===== src/rtl/output_delta_generator_if.sv =====
// Stream bundle for the output-layer delta generator: activation beats in, delta beats
// and per-sample prediction out.
interface output_delta_generator_if #(
   parameter int width = 16,
   parameter int lanes = 2,
   parameter int n     = 8,
   parameter int beats = 4
);
   localparam int lw = $clog2(n);
   localparam int bw = (beats > 1) ? $clog2(beats) : 1;

   logic [width*lanes-1:0] act_in_package;
   logic                   act_valid;
   logic                   act_ready;
   logic [lw-1:0]          label;
   logic [width*lanes-1:0] del_out_package;
   logic                   del_valid;
   logic                   del_ready;
   logic [bw-1:0]          del_beat;
   logic                   sample_done;
   logic [lw-1:0]          pred_class;
   logic                   pred_correct;

   modport master (
      output act_in_package, act_valid, label, del_ready,
      input  act_ready, del_out_package, del_valid, del_beat, sample_done,
             pred_class, pred_correct
   );

   modport slave (
      input  act_in_package, act_valid, label, del_ready,
      output act_ready, del_out_package, del_valid, del_beat, sample_done,
             pred_class, pred_correct
   );
endinterface


===== src/rtl/output_delta_generator.sv =====
// Output-layer error stage: del = act - onehot(label), saturated, plus a running argmax
// that reports the predicted class and its correctness per sample.
module output_delta_generator #(
   parameter int n         = 8,
   parameter int z         = 8,
   parameter int fi        = 4,
   parameter int width     = 16,
   parameter int int_bits  = 5,
   parameter int frac_bits = 10
) (
   input  logic                     clk,
   input  logic                     reset,
   output_delta_generator_if.slave  bus
);
   localparam int lanes = z / fi;
   localparam int beats = n * fi / z;
   localparam int lw    = $clog2(n);
   localparam int bw    = (beats > 1) ? $clog2(beats) : 1;
   localparam logic [bw-1:0] last_beat = bw'(beats - 1);
   // 1.0 in fixed point, sized to the width+1 difference word (sign + int + one + frac)
   localparam logic [width:0] one_fx = {{(int_bits + 1){1'b0}}, 1'b1, {frac_bits{1'b0}}};

   logic [bw-1:0]          beat_reg;
   logic [lw-1:0]          label_reg;
   logic [width-1:0]       max_val_reg;
   logic [lw-1:0]          max_idx_reg;
   logic [width*lanes-1:0] del_reg;
   logic                   del_valid_reg;
   logic [bw-1:0]          del_beat_reg;
   logic                   sample_done_reg;
   logic [lw-1:0]          pred_class_reg;
   logic                   pred_correct_reg;

   logic                   xfer;
   logic                   first_beat;
   logic [lw-1:0]          cur_label;
   logic [width*lanes-1:0] sat_pkg;
   logic [width-1:0]       run_val [0:lanes];
   logic [lw-1:0]          run_idx [0:lanes];

   assign bus.act_ready = !del_valid_reg || bus.del_ready;
   assign xfer          = bus.act_valid && bus.act_ready;
   assign first_beat    = (beat_reg == '0);
   assign cur_label     = first_beat ? bus.label : label_reg;

   // Argmax chain restarts from (0, index 0) at the first beat of every sample
   assign run_val[0] = first_beat ? '0 : max_val_reg;
   assign run_idx[0] = first_beat ? '0 : max_idx_reg;

   generate
      for (genvar gi = 0; gi < lanes; gi++) begin : g_lane
         logic [width-1:0] act;
         logic [lw-1:0]    idx;
         logic [width:0]   diff;
         logic [width-1:0] sat;

         assign act  = bus.act_in_package[gi*width +: width];
         assign idx  = lw'(int'(beat_reg) * lanes + gi);
         assign diff = {1'b0, act} - ((idx == cur_label) ? one_fx : '0);

         always_comb begin
            if (!diff[width] && diff[width-1])
               sat = {1'b0, {(width-1){1'b1}}};
            else if (diff[width] && !diff[width-1])
               sat = {1'b1, {(width-1){1'b0}}};
            else
               sat = diff[width-1:0];
         end

         assign sat_pkg[gi*width +: width] = sat;
         // Strict compare keeps the lowest index on ties
         assign run_val[gi+1] = (act > run_val[gi]) ? act : run_val[gi];
         assign run_idx[gi+1] = (act > run_val[gi]) ? idx : run_idx[gi];
      end
   endgenerate

   always_ff @(posedge clk) begin
      if (reset) begin
         beat_reg         <= '0;
         label_reg        <= '0;
         max_val_reg      <= '0;
         max_idx_reg      <= '0;
         del_reg          <= '0;
         del_valid_reg    <= 1'b0;
         del_beat_reg     <= '0;
         sample_done_reg  <= 1'b0;
         pred_class_reg   <= '0;
         pred_correct_reg <= 1'b0;
      end else if (xfer) begin
         del_reg         <= sat_pkg;
         del_valid_reg   <= 1'b1;
         del_beat_reg    <= beat_reg;
         sample_done_reg <= (beat_reg == last_beat);
         max_val_reg     <= run_val[lanes];
         max_idx_reg     <= run_idx[lanes];
         if (first_beat)
            label_reg <= bus.label;
         if (beat_reg == last_beat) begin
            beat_reg         <= '0;
            pred_class_reg   <= run_idx[lanes];
            pred_correct_reg <= (run_idx[lanes] == cur_label);
         end else begin
            beat_reg <= beat_reg + 1'b1;
         end
      end else if (bus.del_ready) begin
         del_valid_reg   <= 1'b0;
         sample_done_reg <= 1'b0;
      end
   end

   assign bus.del_out_package = del_reg;
   assign bus.del_valid       = del_valid_reg;
   assign bus.del_beat        = del_beat_reg;
   assign bus.sample_done     = sample_done_reg;
   assign bus.pred_class      = pred_class_reg;
   assign bus.pred_correct    = pred_correct_reg;
endmodule


===== src/flat_wrapper.sv =====
// flat-port wrapper written by rule: the top's interface ports become plain ports
module output_delta_generator_flat 
#(
   parameter int n         = 8,
   parameter int z         = 8,
   parameter int fi        = 4,
   parameter int width     = 16,
   parameter int int_bits  = 5,
   parameter int frac_bits = 10
)
  (clk, reset, bus_act_in_package, bus_act_valid, bus_label, bus_del_ready, bus_act_ready, bus_del_out_package, bus_del_valid, bus_del_beat, bus_sample_done, bus_pred_class, bus_pred_correct);
  output_delta_generator_if #(.width(width), .lanes(((8) / (4))), .n(n), .beats(((8) * (4) / (8)))) bus_i ();
  input  logic clk;
  input  logic reset;
  input wire logic [$bits(bus_i.act_in_package)-1:0] bus_act_in_package;
  input wire logic [$bits(bus_i.act_valid)-1:0] bus_act_valid;
  input wire logic [$bits(bus_i.label)-1:0] bus_label;
  input wire logic [$bits(bus_i.del_ready)-1:0] bus_del_ready;
  output wire logic [$bits(bus_i.act_ready)-1:0] bus_act_ready;
  output wire logic [$bits(bus_i.del_out_package)-1:0] bus_del_out_package;
  output wire logic [$bits(bus_i.del_valid)-1:0] bus_del_valid;
  output wire logic [$bits(bus_i.del_beat)-1:0] bus_del_beat;
  output wire logic [$bits(bus_i.sample_done)-1:0] bus_sample_done;
  output wire logic [$bits(bus_i.pred_class)-1:0] bus_pred_class;
  output wire logic [$bits(bus_i.pred_correct)-1:0] bus_pred_correct;
  assign bus_i.act_in_package = bus_act_in_package;
  assign bus_i.act_valid = bus_act_valid;
  assign bus_i.label = bus_label;
  assign bus_i.del_ready = bus_del_ready;
  assign bus_act_ready = bus_i.act_ready;
  assign bus_del_out_package = bus_i.del_out_package;
  assign bus_del_valid = bus_i.del_valid;
  assign bus_del_beat = bus_i.del_beat;
  assign bus_sample_done = bus_i.sample_done;
  assign bus_pred_class = bus_i.pred_class;
  assign bus_pred_correct = bus_i.pred_correct;
  output_delta_generator #(.n(n), .z(z), .fi(fi), .width(width), .int_bits(int_bits), .frac_bits(frac_bits)) u_core (.clk(clk), .reset(reset), .bus(bus_i));
endmodule

===== config.mk =====
export PLATFORM = sky130hd
export DESIGN_NAME = output_delta_generator_flat
export DESIGN_NICKNAME = d
export VERILOG_FILES = /design/src/rtl/output_delta_generator_if.sv /design/src/rtl/output_delta_generator.sv /design/src/flat_wrapper.sv
export SDC_FILE = /design/constraint.sdc
export NUM_CORES = 1
export LEC_CHECK = 0
export ABC_AREA = 0
export CAP_MARGIN = 15
export CELL_PAD_IN_SITES_DETAIL_PLACEMENT = 0
export CELL_PAD_IN_SITES_GLOBAL_PLACEMENT = 1
export CORE_UTILIZATION = 38
export DETAILED_ROUTE_END_ITERATION = 8
export HOLD_SLACK_MARGIN = 0.08
export PLACE_DENSITY = 0.89
export SLEW_MARGIN = 25
export SYNTH_ARGS = -nofsm -noshare
export SYNTH_HDL_FRONTEND = slang
export SYNTH_SLANG_ARGS = --single-unit

===== constraint.sdc =====
create_clock -name clk -period 7.1 [get_ports clk]
set_clock_uncertainty 0.05 [all_clocks]
set_input_delay 1.065 -clock clk [delete_from_list [all_inputs] [get_ports clk]]
set_output_delay 1.065 -clock clk [all_outputs]
set_load 0.03 [all_outputs]

Word level (Yosys, flattened, before mapping)
Index checks and enable logic that the tools add are counted.
{"block": "totals", "ff_bits": 64, "out_inout_bits": 41, "elab_cells": 51}
{"block": "classes", "addsub": 4, "muxes": 17, "eq_ne": 4, "reduce_logical": 14, "magnitude_cmp": 2}
{"op": "16-bit two-way mux", "n": 7}
{"op": "16-bit by 17-bit subtractor with 17-bit output", "n": 2}
{"op": "16-bit > comparator", "n": 2}
{"op": "11-bit two-way mux", "n": 2}
{"op": "3-bit two-way mux", "n": 4}
{"op": "3-bit == test", "n": 3}
{"op": "1-bit logical AND", "n": 5}
{"op": "1-bit logical NOT", "n": 5}
{"op": "3-bit by 1-bit adder with 3-bit output, second input constant", "n": 1}
{"op": "1-bit two-way mux", "n": 3}
{"op": "2-bit by 1-bit adder with 2-bit output, second input constant", "n": 1}
{"op": "2-bit == test, second input constant", "n": 1}
{"op": "2-bit logical NOT", "n": 1}
{"op": "2-bit two-way mux", "n": 1}
{"op": "2-bit AND reduction", "n": 1}
{"op": "2-bit nonzero test", "n": 1}
{"op": "1-bit logical OR", "n": 1}

Longest topological paths before layout
Gate-level depths: netlist of the first run.
{"block": "depth", "depth_word": 9, "mapped_depth": 24, "mapped_depth_nobuf": 18}

Worst setup path after synthesis of the first run
OpenSTA, ideal clock, no wires.
{"block": "synth_timing", "path_kind": "reg-to-reg", "start": "register u_core.beat_reg[0]", "end": "register u_core.pred_class_reg[1], in the netlist u_core.bus.pred_class[1]", "stages_incl_launch_ff": 24, "synth_period_minus_slack_ns": 4.916, "slack_ns": 2.184, "setup_time_ns": 0.132, "arrival_ns": 4.734, "cell_sequence": "dfxtp_1 > clkbuf_1 > inv_1 > ha_1 > clkbuf_1 > clkbuf_1 > nand2b_1 > ha_1 > nand4_1 > nor4_1 > a21boi_0 > o31a_2 > buf_2 > and2_1 > nor2_1 > ha_1 > nand4_1 > nor2_1 > a221o_1 > o31a_4 > or2_0 > buf_2 > a221oi_2 > nor3_1"}
{"block": "synth_via", "elab_chain_len": 6, "word_cells_on_any_way": 11, "classes_between": "add/sub (1); order compare (2); eq/ne (1); mux (5); reduce/logical (2)"}
{"element": "start: declaration", "line_no": "output_delta_generator.sv:23", "rtl": "logic [bw-1:0] beat_reg;"}
{"element": "start signal: assignment", "line_no": "output_delta_generator.sv:103", "rtl": "beat_reg <= beat_reg + 1'b1;"}
{"element": "2-bit logical NOT", "line_no": "output_delta_generator.sv:43", "rtl": "assign first_beat = (beat_reg == '0);"}
{"element": "16-bit two-way mux", "line_no": "output_delta_generator.sv:47", "rtl": "assign run_val[0] = first_beat ? '0 : max_val_reg;"}
{"element": "16-bit > comparator", "line_no": "output_delta_generator.sv:72, output_delta_generator.sv:73"}
{"element": "16-bit two-way mux", "line_no": "output_delta_generator.sv:72", "rtl": "assign run_val[gi+1] = (act > run_val[gi]) ? act : run_val[gi];"}
{"element": "16-bit > comparator", "line_no": "output_delta_generator.sv:73", "rtl": "assign run_idx[gi+1] = (act > run_val[gi]) ? idx : run_idx[gi];"}
{"element": "3-bit two-way mux", "line_no": "output_delta_generator.sv:73"}
{"element": "end signal: assignment", "line_no": "output_delta_generator.sv:100", "rtl": "pred_class_reg <= run_idx[lanes];"}
{"element": "end: declaration", "line_no": "output_delta_generator.sv:31", "rtl": "logic [lw-1:0] pred_class_reg;"}
Several ways; a longest one is shown, not always the timed one.
A chain may end at the register's enable or synchronous reset.

Final worst setup path of the first run
Ends and elaborated chain as after synthesis.

==> qor_table.md, run 1 <==
| Stage | Result | Reported |
|:---|:---|:---|
| run status | Run status | finished, final reports clean |
| cts | Total clock sinks | 64 |
| timing | Setup TNS | 0 ps |
| synthesis | Post-Syn Area per Cell | 7.69 µm² |
| timing | Slew Limit Fails | 0 |
| floorplan | Area of the placeable core | 10300 µm² |
| worst hold path | Beginning of the worst hold path | u_core.bus.del_out_package[15]$_SDFFE_PP0P_ |
| synthesis | EDFF count, synth | 0 |
| timing | Worst max-slew margin expressed relative to the limit | 32.4% |
| pwr | Part of the power in the clock network | 30.6% |
| critical path | Beginning of the critical path | u_core.beat_reg[0]$_SDFFE_PP0P_ |
| cts | # resized after CTS | 0 |
| critical path | Reg2reg path depth | 19 |
| layout | P&R area growth vs syn | 25.6% |
| drt | Post-DR wirelength/cell | 15.0 µm |
| floorplan | Full die area | 10900 µm² |
| pwr | Static power due to leakage | 0.00196 µW |
| synthesis | Mapped cell area | 4000 µm² |
| synthesis | Synth Net Count | 597 |
| critical path | FF-to-FF Start | u_core.beat_reg[0]$_SDFFE_PP0P_ |
| job | Number of maximum-capacitance constraint violations | 0 |
| worst hold path | Class of the tightest hold or removal check | reg -> reg |
| synthesis | Top-area cell type share of the netlist area | 32.0% |
| drt | Final wirelength | 10800 µm |
| cts | Total CTS buffers | 9 |
| placed design | Placer's final routability congestion estimate | 0.933 |
| critical path | Arrival time of data at the critical path endpoint | 5970 ps |
| critical path | Timing endpoint of the critical path | u_core.bus.pred_class[1]$_SDFFE_PP0P_ |
| synthesis | Part of the Yosys area used for sequential elements | 32.0% |
| critical path | Required time of the critical path | 7260 ps |
| grt | First-pass GRT wire length | 18000 µm |
| pwr | Internal cell power | 671 µW |
| pwr | Switching Fraction | 32.7% |
| layout | Antenna cell count | 0 |
| pwr | Reported net switching power | 326 µW |
| pwr | Relative contribution of sequential cells to total power | 40.6% |
| timing | Setup repair after global routing missed its margin | no |
| layout | Flip-flop count of the largest register after layout | 32 |
| cts | TritonCTS clock tree | yes |
| drt | Number of vias per cell after detailed routing | 5.30 |
| cts | Count of hold buffers inserted by post-cts repair | 0 |
| grt | Largest net degree at the start of global routing | 67 |
| synthesis | Mapped Cells | 520 |
| timing | Final critical-path required period | 5810 ps |
| layout | Final non-filler cell total | 722 |
| grt | Remaining Overflow, GRT | 0 |
| timing | Maximum clock rate | 172 MHz |
| critical path | Critical-path maximum fanout | 37 |
| cts | Number of levels in the clock H-tree | 3 |
| cts | Clock slew at the register clock pins of the worst setup and hold paths | 70 ps |
| placed design | Post-detailed-placement half-perimeter wirelength | 7890 µm |
| cts | Postcts setup bufs | 0 |
| synthesis | Yosys warning total | 0 |
| timing | Final cycle utilization of the critical path | 81.9% |
| drt | Initial DRC count | 179 |
| critical path | Crit Reg-Reg Endpoint | u_core.bus.pred_class[1]$_SDFFE_PP0P_ |
| drt | Antenna-violating nets left | 0 |
| timing | Worst Max-Slew Pin Slew | 1010 ps |
| floorplan | Die outline width | 105 µm |
| grt | Antenna violations before repair | 0 |
| critical path | Worst setup SP type | flip-flop |
| synthesis | Most frequently used flop master after synthesis | dfxtp_1 |
| pwr | IR drop worst, VDD | 0.0000808 V |
| drt | Drc violations | 0 |
| cts | Clock Root Buffer | clkbuf_8 |
| critical path | Type of the worst setup path | reg -> reg |
| cts | Worst-case clock buffer depth | 2 |
| synthesis | Top cell types by occurrence after synthesis | nor2_1 (74), a21oi_1 (69), dfxtp_1 (64) |
| placed design | Port buffer count | 79 |
| floorplan | I/O Pins | 80 |
| layout | Layout Nets | 658 |
| synthesis | Leading cell types by total area after synthesis | dfxtp_1 (32%), ha_1 (12%), a21oi_1 (8.6%), nor2_1 (6.9%), nand2_1 (4.1%) |
| grt | Number of global-route vias before repair | 3685 |
| floorplan | Initial Utilization | 38.9% |
| drt | Vias | 3829 |
| pwr | Power per cell area | 199 nW/µm² |
| floorplan | Die outline height | 105 µm |
| layout | Ratio of cells with drive above 1 in the final layout | 4.61% |
| drt | Router iterations before antenna repair | 4 |
| synthesis | Biggest area consumer among synthesized cells | dfxtp_1 |
| grt | All-Layer GR Usage | 20.6% |
| synthesis | Number of different library cells in the post-synthesis netlist | 53 |
| critical path | Slack of the worst reg-to-reg path | 1290 ps |
| timing | Final Hold Vio Count | 0 |
| pwr | Share of power burned in combinational logic | 28.8% |
| cts | Clock latency of the later-clocked register in the worst-skew pair | 350 ps |
| floorplan | Standard-cell rows | 37 |
| placed design | Number of instances in the placed design | 706 |
| synthesis | Top-count cell post-synth | nor2_1 |
| timing | Count of endpoints failing setup in the final report | 0 |
| synthesis | Synth async-reset ratio | 0% |
| critical path | CP endpoint kind | flip-flop |
| synthesis | Count of state elements after synthesis | 64 |
-- cell type report --
cell class | instances | area (µm²)
Sequential cell | 64 | 1280
Multi-Input combinational cell | 408 | 2520
Tap cell | 136 | 170
Timing Repair Buffer | 83 | 816
Clock buffer | 13 | 139
Inverter | 15 | 56.3
Clock inverter | 3 | 42.5
Fill cell | 1046 | 5250
-- worst min path at each step --
stage | endpoint | depth (start not counted) | slack [ps]
after global routing | u_core.bus.del_out_package[15]$_SDFFE_PP0P_ | 2 | 420
after floorplan | u_core.max_val_reg[14]$_SDFFE_PP0P_ | 2 | 380
after global placement | u_core.max_val_reg[6]$_SDFFE_PP0P_ | 2 | 390
final | u_core.bus.del_out_package[15]$_SDFFE_PP0P_ | 2 | 400
after CTS | u_core.bus.del_out_package[15]$_SDFFE_PP0P_ | 2 | 410
after detailed placement | u_core.max_val_reg[2]$_SDFFE_PP0P_ | 2 | 400
-- per-layer routing --
metal  global-route usage [%]  vias up  wire length, µm
met2                     35.7       78             5430
li1                         -     1942                -
met5                        0        -                0
met4                     7.04        0              238
met1                     25.1     1788             4830
met3                     4.62       21              351
-- through the flow --
stage | utilization (%) | hold slack, ps | instance area [µm²] | power, µW | setup slack (ps)
finish | 48.9 | 402 | 5020 | 997 | 1290
global placement | 47.1 | 390 | 4840 | 692 | 1320
floorplan | - | 382 | 4000 | 602 | 2180
detailed placement | 47.1 | 396 | 4840 | 699 | 1110
global route | 48.9 | 417 | 5020 | 1060 | 683
CTS | 48.9 | 406 | 5020 | 1010 | 1290
-- critical path, stage by stage (launching register included) --
cell	delay, ps
dfxtp_1	540
inv_1	110
ha_1	430
buf_4	300
nand2b_1	190
ha_1	330
nand4_1	120
nor4_1	360
a21boi_0	220
o31a_2	570
and2_1	240
nor2_1	60
ha_1	280
a21oi_1	140
o21ai_0	120
a221o_1	330
o31a_4	500
or2_0	370
a221oi_2	310
nor3_1	70
-- layout by cell type (no fill, tap or decap), drive strengths merged, types with 2 or more instances in the layout --
cell / synthesis / routed
clkdlybuf4s50: 0 / 78
nor2: 74 / 74
a21oi: 70 / 70
dfxtp: 64 / 64
nand2: 44 / 44
ha: 38 / 38
nor3: 34 / 34
nand2b: 22 / 22
and2: 18 / 18
inv: 15 / 15
clkbuf: 26 / 13
o21ai: 10 / 10
o311ai: 10 / 10
nand3: 8 / 8
nand3b: 8 / 8
nand4: 7 / 7
or2b: 7 / 7
xor2: 6 / 6
o31ai: 6 / 6
a211oi: 5 / 5
buf: 7 / 5
xnor2: 4 / 4
nor2b: 3 / 3
nor4: 3 / 3
mux2i: 3 / 3
and3: 3 / 3
a311oi: 3 / 3
o31a: 3 / 3
a21boi: 2 / 2
nor4b: 2 / 2
-- power by group through the flow --
stage                     Clock (µW)  Sequential [µW]  Combinational, µW
final                            305              404                287
after global routing             331              408                318
after CTS                        316              405                288
after detailed placement           0              413                286
after global placement             0              411                281
after floorplan                    0              438                163
-- logic make-up (layout without fill, tap and decap cells) --
kind of cell	after synthesis	in the layout	share of synthesized area, %
AO/OA/AOI/OAI	118	118	18.3
XOR/XNOR	10	10	2.19
adder cells (fa/ha/maj)	38	38	11.9
buffers and inverters	48	114	5.01
flip-flops	64	64	32.0
multiplexers	4	4	1.03
AND/OR/NAND/NOR	238	238	29.5
No activity file was read; power rests on OpenSTA's default activity.
==> run 2, diff against run 1 <==
- clock period: 7.1 -> 5.4 ns (I/O delays scaled with it)
==> run 2 against run 1 <==
  * Worst setup slack worse by 890 ps
  * Global-route usage is 0.46 points higher
  * Sequential share of layout area is 0.72 points lower
  * Clock-buffer cell count is 3 lower
  * Combinational power is 39% higher
  * Critical endpoint is now u_core.bus.pred_class[2]$_SDFFE_PP0P_
  * Largest cell class unchanged
==> qor_table.md, run 2 (same netlist as run 1, synthesis figures left out) <==
| Stage | Result | Reported |
|:---|:---|:---|
| drt | Post-DR wirelength/cell | 15.1 µm |
| layout | Final non-filler cell total | 739 |
| floorplan | Die outline width | 105 µm |
| cts | Number of levels in the clock H-tree | 3 |
| timing | Setup repair after global routing missed its margin | no |
| worst hold path | Class of the tightest hold or removal check | reg -> reg |
| pwr | IR drop worst, VDD | 0.000133 V |
| placed design | Port buffer count | 79 |
| run status | Run status | finished, final reports clean |
| floorplan | Full die area | 10900 µm² |
| layout | Flip-flop count of the largest register after layout | 32 |
| cts | TritonCTS clock tree | yes |
| critical path | FF-to-FF Start | u_core.beat_reg[0]$_SDFFE_PP0P_ |
| layout | Ratio of cells with drive above 1 in the final layout | 8.29% |
| critical path | Reg2reg path depth | 19 |
| critical path | CP endpoint kind | flip-flop |
| grt | All-Layer GR Usage | 21.1% |
| grt | First-pass GRT wire length | 18300 µm |
| worst hold path | Cell count of the worst hold path | 2 |
| pwr | Static power due to leakage | 0.00204 µW |
| worst hold path | Beginning of the worst hold path | u_core.max_val_reg[3]$_SDFFE_PP0P_ |
| floorplan | Standard-cell rows | 37 |
| timing | Setup TNS | 0 ps |
| floorplan | Die outline height | 105 µm |
| cts | Clock Root Buffer | clkbuf_8 |
| grt | Largest net degree at the start of global routing | 39 |
| pwr | Sum of internal, switching and leakage power | 1310 µW |
| cts | Worst-case clock buffer depth | 2 |
| placed design | Placer's final routability congestion estimate | 0.845 |
| floorplan | I/O Pins | 80 |
| critical path | Largest stage delay on the critical path | 470 ps |
| layout | Footprint of the multi-input gates | 2540 µm² |
| layout | Antenna cell count | 0 |
| critical path | Type of the worst setup path | reg -> reg |
| critical path | Cells along the critical path | inv_1, ha_2, nand2b_1, ha_1, nand4_1, nor4_2, a21boi_2, o31a_2, buf_4, and2_1, nor2_1, ha_1, a21oi_1, o21ai_0, a221o_1, o31a_4, or2_1, a211oi_1, nor3_1 |
| layout | Layout Nets | 675 |
| layout | Highest-count cells in the layout ignoring fill and taps | clkdlybuf4s50_1 (78), nor2_1 (74), a21oi_1 (69), dfxtp_1 (64), nand2_1 (44) |
| drt | Antenna-violating nets left | 0 |
| floorplan | Initial Utilization | 38.9% |
| timing | Worst hold slack after final layout | 406 ps |
| timing | Worst Max-Slew Pin Slew | 991 ps |
| critical path | Slack of the worst reg-to-reg path | 400 ps |
| timing | Worst max-slew margin expressed relative to the limit | 33.6% |
| cts | # resized after CTS | 0 |
| drt | Final wirelength | 11200 µm |
| placed design | Number of instances in the placed design | 722 |
| timing | Final critical-path required period | 5000 ps |
| pwr | Power per cell area | 253 nW/µm² |
| drt | Number of vias per cell after detailed routing | 5.42 |
| floorplan | Area of the placeable core | 10300 µm² |
| drt | Router iterations before antenna repair | 4 |
| timing | Slew Limit Fails | 0 |
| timing | Count of endpoints failing setup in the final report | 0 |
| drt | Drc violations | 0 |
| critical path | Crit Reg-Reg Endpoint | u_core.bus.pred_class[2]$_SDFFE_PP0P_ |
| critical path | Worst path buffer plus inverter count | 2 |
| worst hold path | Endpoint of the worst hold path | u_core.max_val_reg[3]$_SDFFE_PP0P_ |
| drt | Initial DRC count | 160 |
| timing | Final worst slack | 398 ps |
| grt | Number of global-route vias before repair | 3906 |
| critical path | Most frequent cell on the critical path | ha_1 |
| cts | Postcts setup bufs | 0 |
| layout | Most common cell after layout, fill and taps aside | clkdlybuf4s50_1 |
| layout | Storage cell area | 1280 µm² |
| timing | Final Hold Vio Count | 0 |
| cts | Clock latency of the later-clocked register in the worst-skew pair | 360 ps |
| timing | Final cycle utilization of the critical path | 92.6% |
| critical path | Arrival time of data at the critical path endpoint | 5190 ps |
| layout | P&R area growth vs syn | 29.3% |
| grt | Remaining Overflow, GRT | 0 |
| cts | Total clock sinks | 64 |
| layout | Filler cells | 1008 |
| timing | Maximum clock rate | 200 MHz |
| cts | Count of hold buffers inserted by post-cts repair | 0 |
| critical path | Required time of the critical path | 5580 ps |
| critical path | Critical-path maximum fanout | 27 |
| cts | Total CTS buffers | 9 |
| critical path | CP delay by family, top | compound AO/OA/AOI/OAI gates |
| placed design | Post-detailed-placement half-perimeter wirelength | 8310 µm |
| drt | Vias | 4004 |
| critical path | CP max stage cell | o31a_4 |
| grt | Antenna violations before repair | 0 |
| critical path | Worst setup SP type | flip-flop |
| job | Number of maximum-capacitance constraint violations | 0 |
| cts | Clock slew at the register clock pins of the worst setup and hold paths | 70 ps |
| placed design | Worst setup slack after placement | 70.7 ps |
## run 2: changes by cell type in the layout (fill, tap and decap cells not counted), sizes merged
cell | before | now
o31a | 3 | 4
buf | 5 | 21
clkinvlp | 1 | 2
bufinv | 1 | 0
clkinv | 1 | 4
clkbuf | 13 | 10
## run 2: layout make-up
| cell class | count | share of cell area, % |
|---|---|---|
| multi-input combinational | 409 | 49.1 |
| clock buffer | 10 | 2.66 |
| tap | 136 | 3.29 |
| timing repair buffer | 99 | 18.3 |
| clock inverter | 6 | 0.678 |
| inverter | 15 | 1.09 |
| sequential | 64 | 24.8 |
## run 2: metal layers
layer	up-vias	GRT usage, %	wire length [µm]
li1	1990	-	-
met1	1874	23.3	4640
met2	111	37.3	5590
met3	29	4.68	548
met4	0	11.6	385
met5	-	0	0
## run 2: report_power, final
part | total [µW] | switching [µW] | internal, µW
clock network | 376 | 201 | 175
registers | 529 | 20.2 | 509
logic | 400 | 225 | 175
total | 1310 | 446 | 859
## run 2: worst max path at each step
| stage | depth (start not counted) | slack (ps) | startpoint | endpoint |
|---|---|---|---|---|
| after detailed placement | 17 | 70 | bus_act_in_package[15] | u_core.bus.pred_class[2]$_SDFFE_PP0P_ |
| after floorplan | 23 | 480 | u_core.beat_reg[0]$_SDFFE_PP0P_ | u_core.bus.pred_class[1]$_SDFFE_PP0P_ |
| after global placement | 17 | 190 | bus_act_in_package[15] | u_core.bus.pred_class[2]$_SDFFE_PP0P_ |
| after CTS | 19 | 180 | u_core.beat_reg[0]$_SDFFE_PP0P_ | u_core.bus.pred_class[2]$_SDFFE_PP0P_ |
| final | 19 | 400 | u_core.beat_reg[0]$_SDFFE_PP0P_ | u_core.bus.pred_class[2]$_SDFFE_PP0P_ |
| after global routing | 19 | 20 | u_core.beat_reg[0]$_SDFFE_PP0P_ | u_core.bus.pred_class[2]$_SDFFE_PP0P_ |
## run 2: stage by stage
stage / cell area (µm²) / util [%]
6_report: 5170 / 50.3
5_1_grt: 5170 / 50.3
4_1_cts: 5150 / 50.1
3_5_place_dp: 4970 / 48.4
3_3_place_gp: 4970 / 48.4
2_1_floorplan: 4000 / -
## run 2: tightest hold or removal path, stage by stage, from the launching register on
cell	delay (ps)
dfxtp_1	310
nand2_1	50
a21oi_1	50
==> run 3, diff against run 2 <==
- CORE_UTILIZATION: 38 -> 41
- PLACE_DENSITY: 0.89 -> 0.94
- clock period: 5.4 -> 5.9 ns (I/O delays scaled with it)
==> run 3 against run 2 <==
  * Cell area fell by 1.9%
  * Critical endpoint is now u_core.bus.pred_class[1]$_SDFFE_PP0P_
  * Non-clock buffer count fell by 12
  * Register-to-register slack improved by 180 ps
  * Core utilization rose by 4.0 points
  * Critical path type unchanged
==> qor_table.md, run 3 (same netlist as run 1, synthesis figures left out) <==
| Stage | Result | Reported |
|:---|:---|:---|
| floorplan | I/O Pins | 80 |
| drt | Post-DR wirelength/cell | 15.3 µm |
| cts | Clock Root Buffer | clkbuf_8 |
| timing | Final cycle utilization of the critical path | 90.1% |
| grt | Antenna violations before repair | 0 |
| layout | Filler cells | 875 |
| floorplan | Area of the placeable core | 9330 µm² |
| timing | Setup TNS | 0 ps |
| drt | Drc violations | 0 |
| drt | Router iterations before antenna repair | 4 |
| drt | Antenna-violating nets left | 0 |
| pwr | Part of the power in the clock network | 31.4% |
| critical path | CP endpoint kind | flip-flop |
| floorplan | Die outline height | 101 µm |
| timing | Slew Limit Fails | 0 |
| cts | Clock slew at the register clock pins of the worst setup and hold paths | 80 ps |
| layout | Antenna cell count | 0 |
| layout | Most common cell after layout, fill and taps aside | clkdlybuf4s50_1 |
| cts | Postcts setup bufs | 0 |
| cts | Worst-case clock buffer depth | 2 |
| timing | Worst Max-Slew Pin Slew | 999 ps |
| pwr | Internal cell power | 812 µW |
| drt | Initial DRC count | 196 |
| critical path | Arrival time of data at the critical path endpoint | 5490 ps |
| placed design | Post-detailed-placement half-perimeter wirelength | 7960 µm |
| drt | Final wirelength | 11000 µm |
| job | Number of maximum-capacitance constraint violations | 0 |
| pwr | Switching Fraction | 33.6% |
| layout | Storage cell area | 1280 µm² |
| cts | Clock latency of the later-clocked register in the worst-skew pair | 360 ps |
| drt | Vias | 3905 |
| grt | Largest net degree at the start of global routing | 67 |
| pwr | IR drop worst, VDD | 0.000140 V |
| grt | Number of global-route vias before repair | 3817 |
| grt | Remaining Overflow, GRT | 0 |
| floorplan | Standard-cell rows | 35 |
| layout | Ratio of cells with drive above 1 in the final layout | 5.76% |
| pwr | Sum of internal, switching and leakage power | 1220 µW |
| worst hold path | Class of the tightest hold or removal check | reg -> reg |
| critical path | Type of the worst setup path | reg -> reg |
| placed design | Placer's final routability congestion estimate | 0.880 |
| cts | Number of levels in the clock H-tree | 3 |
| grt | First-pass GRT wire length | 18000 µm |
| timing | Setup repair after global routing missed its margin | no |
| pwr | Reported net switching power | 412 µW |
| cts | Total CTS buffers | 9 |
| cts | Count of hold buffers inserted by post-cts repair | 0 |
| grt | All-Layer GR Usage | 22.8% |
| timing | Worst max-slew margin expressed relative to the limit | 33.1% |
| cts | # resized after CTS | 0 |
| timing | Maximum clock rate | 188 MHz |
| placed design | Port buffer count | 79 |
| critical path | Worst setup SP type | flip-flop |
| layout | Flip-flop count of the largest register after layout | 32 |
| floorplan | Initial Utilization | 42.9% |
| pwr | Relative contribution of sequential cells to total power | 39.5% |
| layout | Highest-count cells in the layout ignoring fill and taps | clkdlybuf4s50_1 (78), nor2_1 (74), a21oi_1 (69), dfxtp_1 (64), nand2_1 (44) |
| layout | P&R area growth vs syn | 26.8% |
| pwr | Static power due to leakage | 0.00198 µW |
| cts | Total clock sinks | 64 |
| timing | Final critical-path required period | 5320 ps |
| critical path | Required time of the critical path | 6070 ps |
| timing | Count of endpoints failing setup in the final report | 0 |
| run status | Run status | finished, final reports clean |
| drt | Number of vias per cell after detailed routing | 5.43 |
| layout | Layout Nets | 662 |
| critical path | Critical-path maximum fanout | 37 |
| layout | Footprint of the multi-input gates | 2530 µm² |
| pwr | Power per cell area | 242 nW/µm² |
| cts | TritonCTS clock tree | yes |
| floorplan | Die outline width | 101 µm |
| timing | Final Hold Vio Count | 0 |
| pwr | Share of power burned in combinational logic | 29.0% |
| floorplan | Full die area | 10200 µm² |
==> run 3: layer usage <==
layer / vias up / routed length [µm] / track usage, %
met4: 0 / 211 / 9.81
met1: 1832 / 5040 / 28.9
met2: 105 / 5320 / 38.0
met3: 15 / 454 / 4.02
met5: - / 0 / 0
li1: 1953 / - / -
==> run 3: cell type report <==
cell class | count | area share [%]
Clock buffer | 10 | 2.52
Clock inverter | 6 | 1.38
Inverter | 15 | 1.11
Multi-Input combinational cell | 408 | 49.8
Sequential cell | 64 | 25.3
Tap cell | 129 | 3.18
Timing Repair Buffer | 87 | 16.7
==> run 3: worst paths after layout <==
kind	to	depth (start not counted)	from	slack (ps)
worst max-delay path	u_core.bus.pred_class[1]$_SDFFE_PP0P_	19	u_core.beat_reg[0]$_SDFFE_PP0P_	580
worst max register to register	u_core.bus.pred_class[1]$_SDFFE_PP0P_	19	u_core.beat_reg[0]$_SDFFE_PP0P_	580
worst min register to register	u_core.bus.del_out_package[15]$_SDFFE_PP0P_	2	u_core.bus.del_out_package[15]$_SDFFE_PP0P_	410
worst min-delay path	u_core.bus.del_out_package[15]$_SDFFE_PP0P_	2	u_core.bus.del_out_package[15]$_SDFFE_PP0P_	410
==> run 3: worst max-delay path: stages (launching register included) <==
cell and delay (ps):
dfxtp_1 340, inv_1 60, ha_1 470, nand2b_1 300, ha_1 330, nand4_1 170
nor4_1 360, a21boi_0 270, o31a_4 340, buf_4 220, and2_1 150, nor2_1 50
ha_1 300, nand4_1 120, nor2_1 50, a221o_1 330, o31a_4 490, or2_0 360
a221oi_2 320, nor3_1 70
==> run 3: power by group through the flow <==
stage | Clock [µW] | Combinational (µW) | Sequential (µW)
after CTS | 397 | 354 | 484
after floorplan | 0 | 196 | 528
after global placement | 0 | 345 | 492
after detailed placement | 0 | 352 | 494
after global routing | 412 | 393 | 488
final | 385 | 355 | 484
==> run 3: per-stage QoR <==
step / std cells / utilization, % / hold WS [ps] / cell area, µm² / setup WS (ps)
after floorplan: 520 / - / 382 / 4000 / 984
after global placement: 703 / 52.1 / 390 / 4860 / 418
after detailed placement: 703 / 52.1 / 396 / 4860 / 255
after CTS: 719 / 54.3 / 408 / 5060 / 516
after global routing: 719 / 54.3 / 418 / 5070 / 53.2
final: 719 / 54.3 / 406 / 5070 / 582
==> patch, RTL diff (settings of run 1) <==
Make the reset (`reset`) asynchronous in one clocked block.
--- a/src/rtl/output_delta_generator.sv
+++ b/src/rtl/output_delta_generator.sv
@@ -76,3 +76,3 @@
 
-   always_ff @(posedge clk) begin
+   always_ff @(posedge clk or posedge reset) begin
       if (reset) begin
Check against the original RTL: differs if reset is asserted again (counterexample within 4 cycles, from zero or initial values and one cycle with reset high); with reset held inactive, the same outputs for 4 cycles.
==> patch against run 1 <==
- sequential cell count unchanged
- worst setup slack worse by 32 ps
- design area up 4.7%
- area after synthesis up 4.6%
- maximum frequency down 0.55%
- non-clock buffer count up 1
- via count down 6.4%
- count of clock-buffer cells in the layout unchanged
- hold slack better by 23 ps
- wire length down 6.3%
- critical path type unchanged
- highest routed layer unchanged
Power is not compared: it rests on default switching activity, and its combinational part moved more than twofold at a synthesized area within 25%.
==> patch: results (changes against run 1) <==
- WL/cell: 15.01 um (-0.11%)
- Post-synth top cells: dfrtp_1, nand2_1, nor2_1, a21oi_1, ha_1
- Hold Fails Final Rpt: 0 (unchanged)
- Fillers: 978 (-6.5%)
- Inverter count: 26 (+11)
- Synth area leaders: dfrtp_1, ha_1, a21oi_1
- Asr flop ratio synth: 1.000 (+1.000)
- Pwr Density: 353.9 mW/mm^2
- Tot GR Track Use: 0.1921 (-0.01411)
- Final hold slack: 425.3 ps (+23.03 ps)
- Sequential cells: 64 (unchanged)
- Fin cells: 677 (-6.2%)
- Largest area contributor in the synthesized netlist: dfrtp_1
- Root Buffer: clkbuf_8
- Global-route wire length before repair: 17,360 um (-3.6%)
- Clk_lat worst skew: 340 ps
- Top layer in use: met4
- Hold Crit Start: u_core.max_val_reg[0]
- CP Capture Point: u_core.bus.pred_correct
- Multi-input logic cell count: 351 (-14%)
- Count of cell types in the netlist: 55 (+3.8%)
- Sequential standard cell area: 0.001602 mm^2 (+25%)
- Rel. slew slack: 0.3841 (+0.05963)
- CP startpoint: u_core.beat_reg[0]
- Sequential fraction of the synthesis area: 0.3830 (+0.06260)
- Routed length on met2: 4494 um (-17%)
- Clk tree area frac: 0.03781 (+0.001698)
- First drt pass iteration count: 5 (+1)
- Detailed Place HPWL: 7483 um (-5.2%)
- Largest net degree at the start of global routing: 65 (-3.0%)
- Met3 wire len: 420 um (+20%)
- R2r worst-path depth: 16 (-3)
- CP Data Arrival Time: 6070 ps (+100 ps)
- CP max-delay cell: a31oi_4
- Dpl cell area: 0.005062 mm^2 (+4.5%)
- Status: finished, final reports clean
- Vias in the first global route: 3,567 (-3.2%)
- Reg-to-reg setup timing slack: 1250 ps (-30 ps)
- Syn Area/Cell: 8.992 um^2 (+17%)
- Placed cells: 661 (-6.4%)
- Routed vias: 3,583 (-6.4%)
- Hold worst-path end: u_core.max_val_reg[0]
- Max stage delay on crit path: 690 ps (+120 ps)
- CP Max Fanout: 27 (-27%)
- Non-clock buffer area fraction after layout: 0.1574 (-0.004959)
- WL met1: 4999 um (+3.5%)
- Fraction of area in multi-input gates: 0.4495 (-0.05191)
- Nets: 613 (-6.8%)
- Syn nets: 542 (-9.2%)
- Slack of the critical path: 1254 ps (-31.95 ps)
- Final core occ: 0.5007 (+0.01185)
- Layout cells sized above 1: 0.08503 (+0.03895)
- Drt first-iter violations: 147 (-18%)
- Buffers excl. clock: 84 (+1.2%)
- DP Worst Slack: 1117 ps (+5.990 ps)
-- patch: cell families (layout without fill, tap and decap cells) --
group	Yosys count	after routing	share of synthesized area
buf+inv	50	126	0.05356
compound gates	125	125	0.1954
simple gates	163	163	0.1906
xor+xnor	4	4	0.008380
mux	21	21	0.05536
fa+ha+maj	38	38	0.1137
flops	64	64	0.3830
-- patch: worst max-delay path: cells and delay by family, from the launching register on --
kind	cells	cell delay, ps
AND/OR/NAND/NOR	2	520
multiplexers	1	430
AO/OA/AOI/OAI	9	2990
adder cells (fa/ha/maj)	3	1160
buffers and inverters	1	130
flip-flops	1	510
-- patch: per-layer routing --
| metal | up-vias | global-route usage |
|---|---|---|
| met5 | - | 0 |
| met4 | 0 | 0.08121 |
| met3 | 20 | 0.02492 |
| met2 | 93 | 0.2940 |
| met1 | 1688 | 0.2722 |
| li1 | 1782 | - |
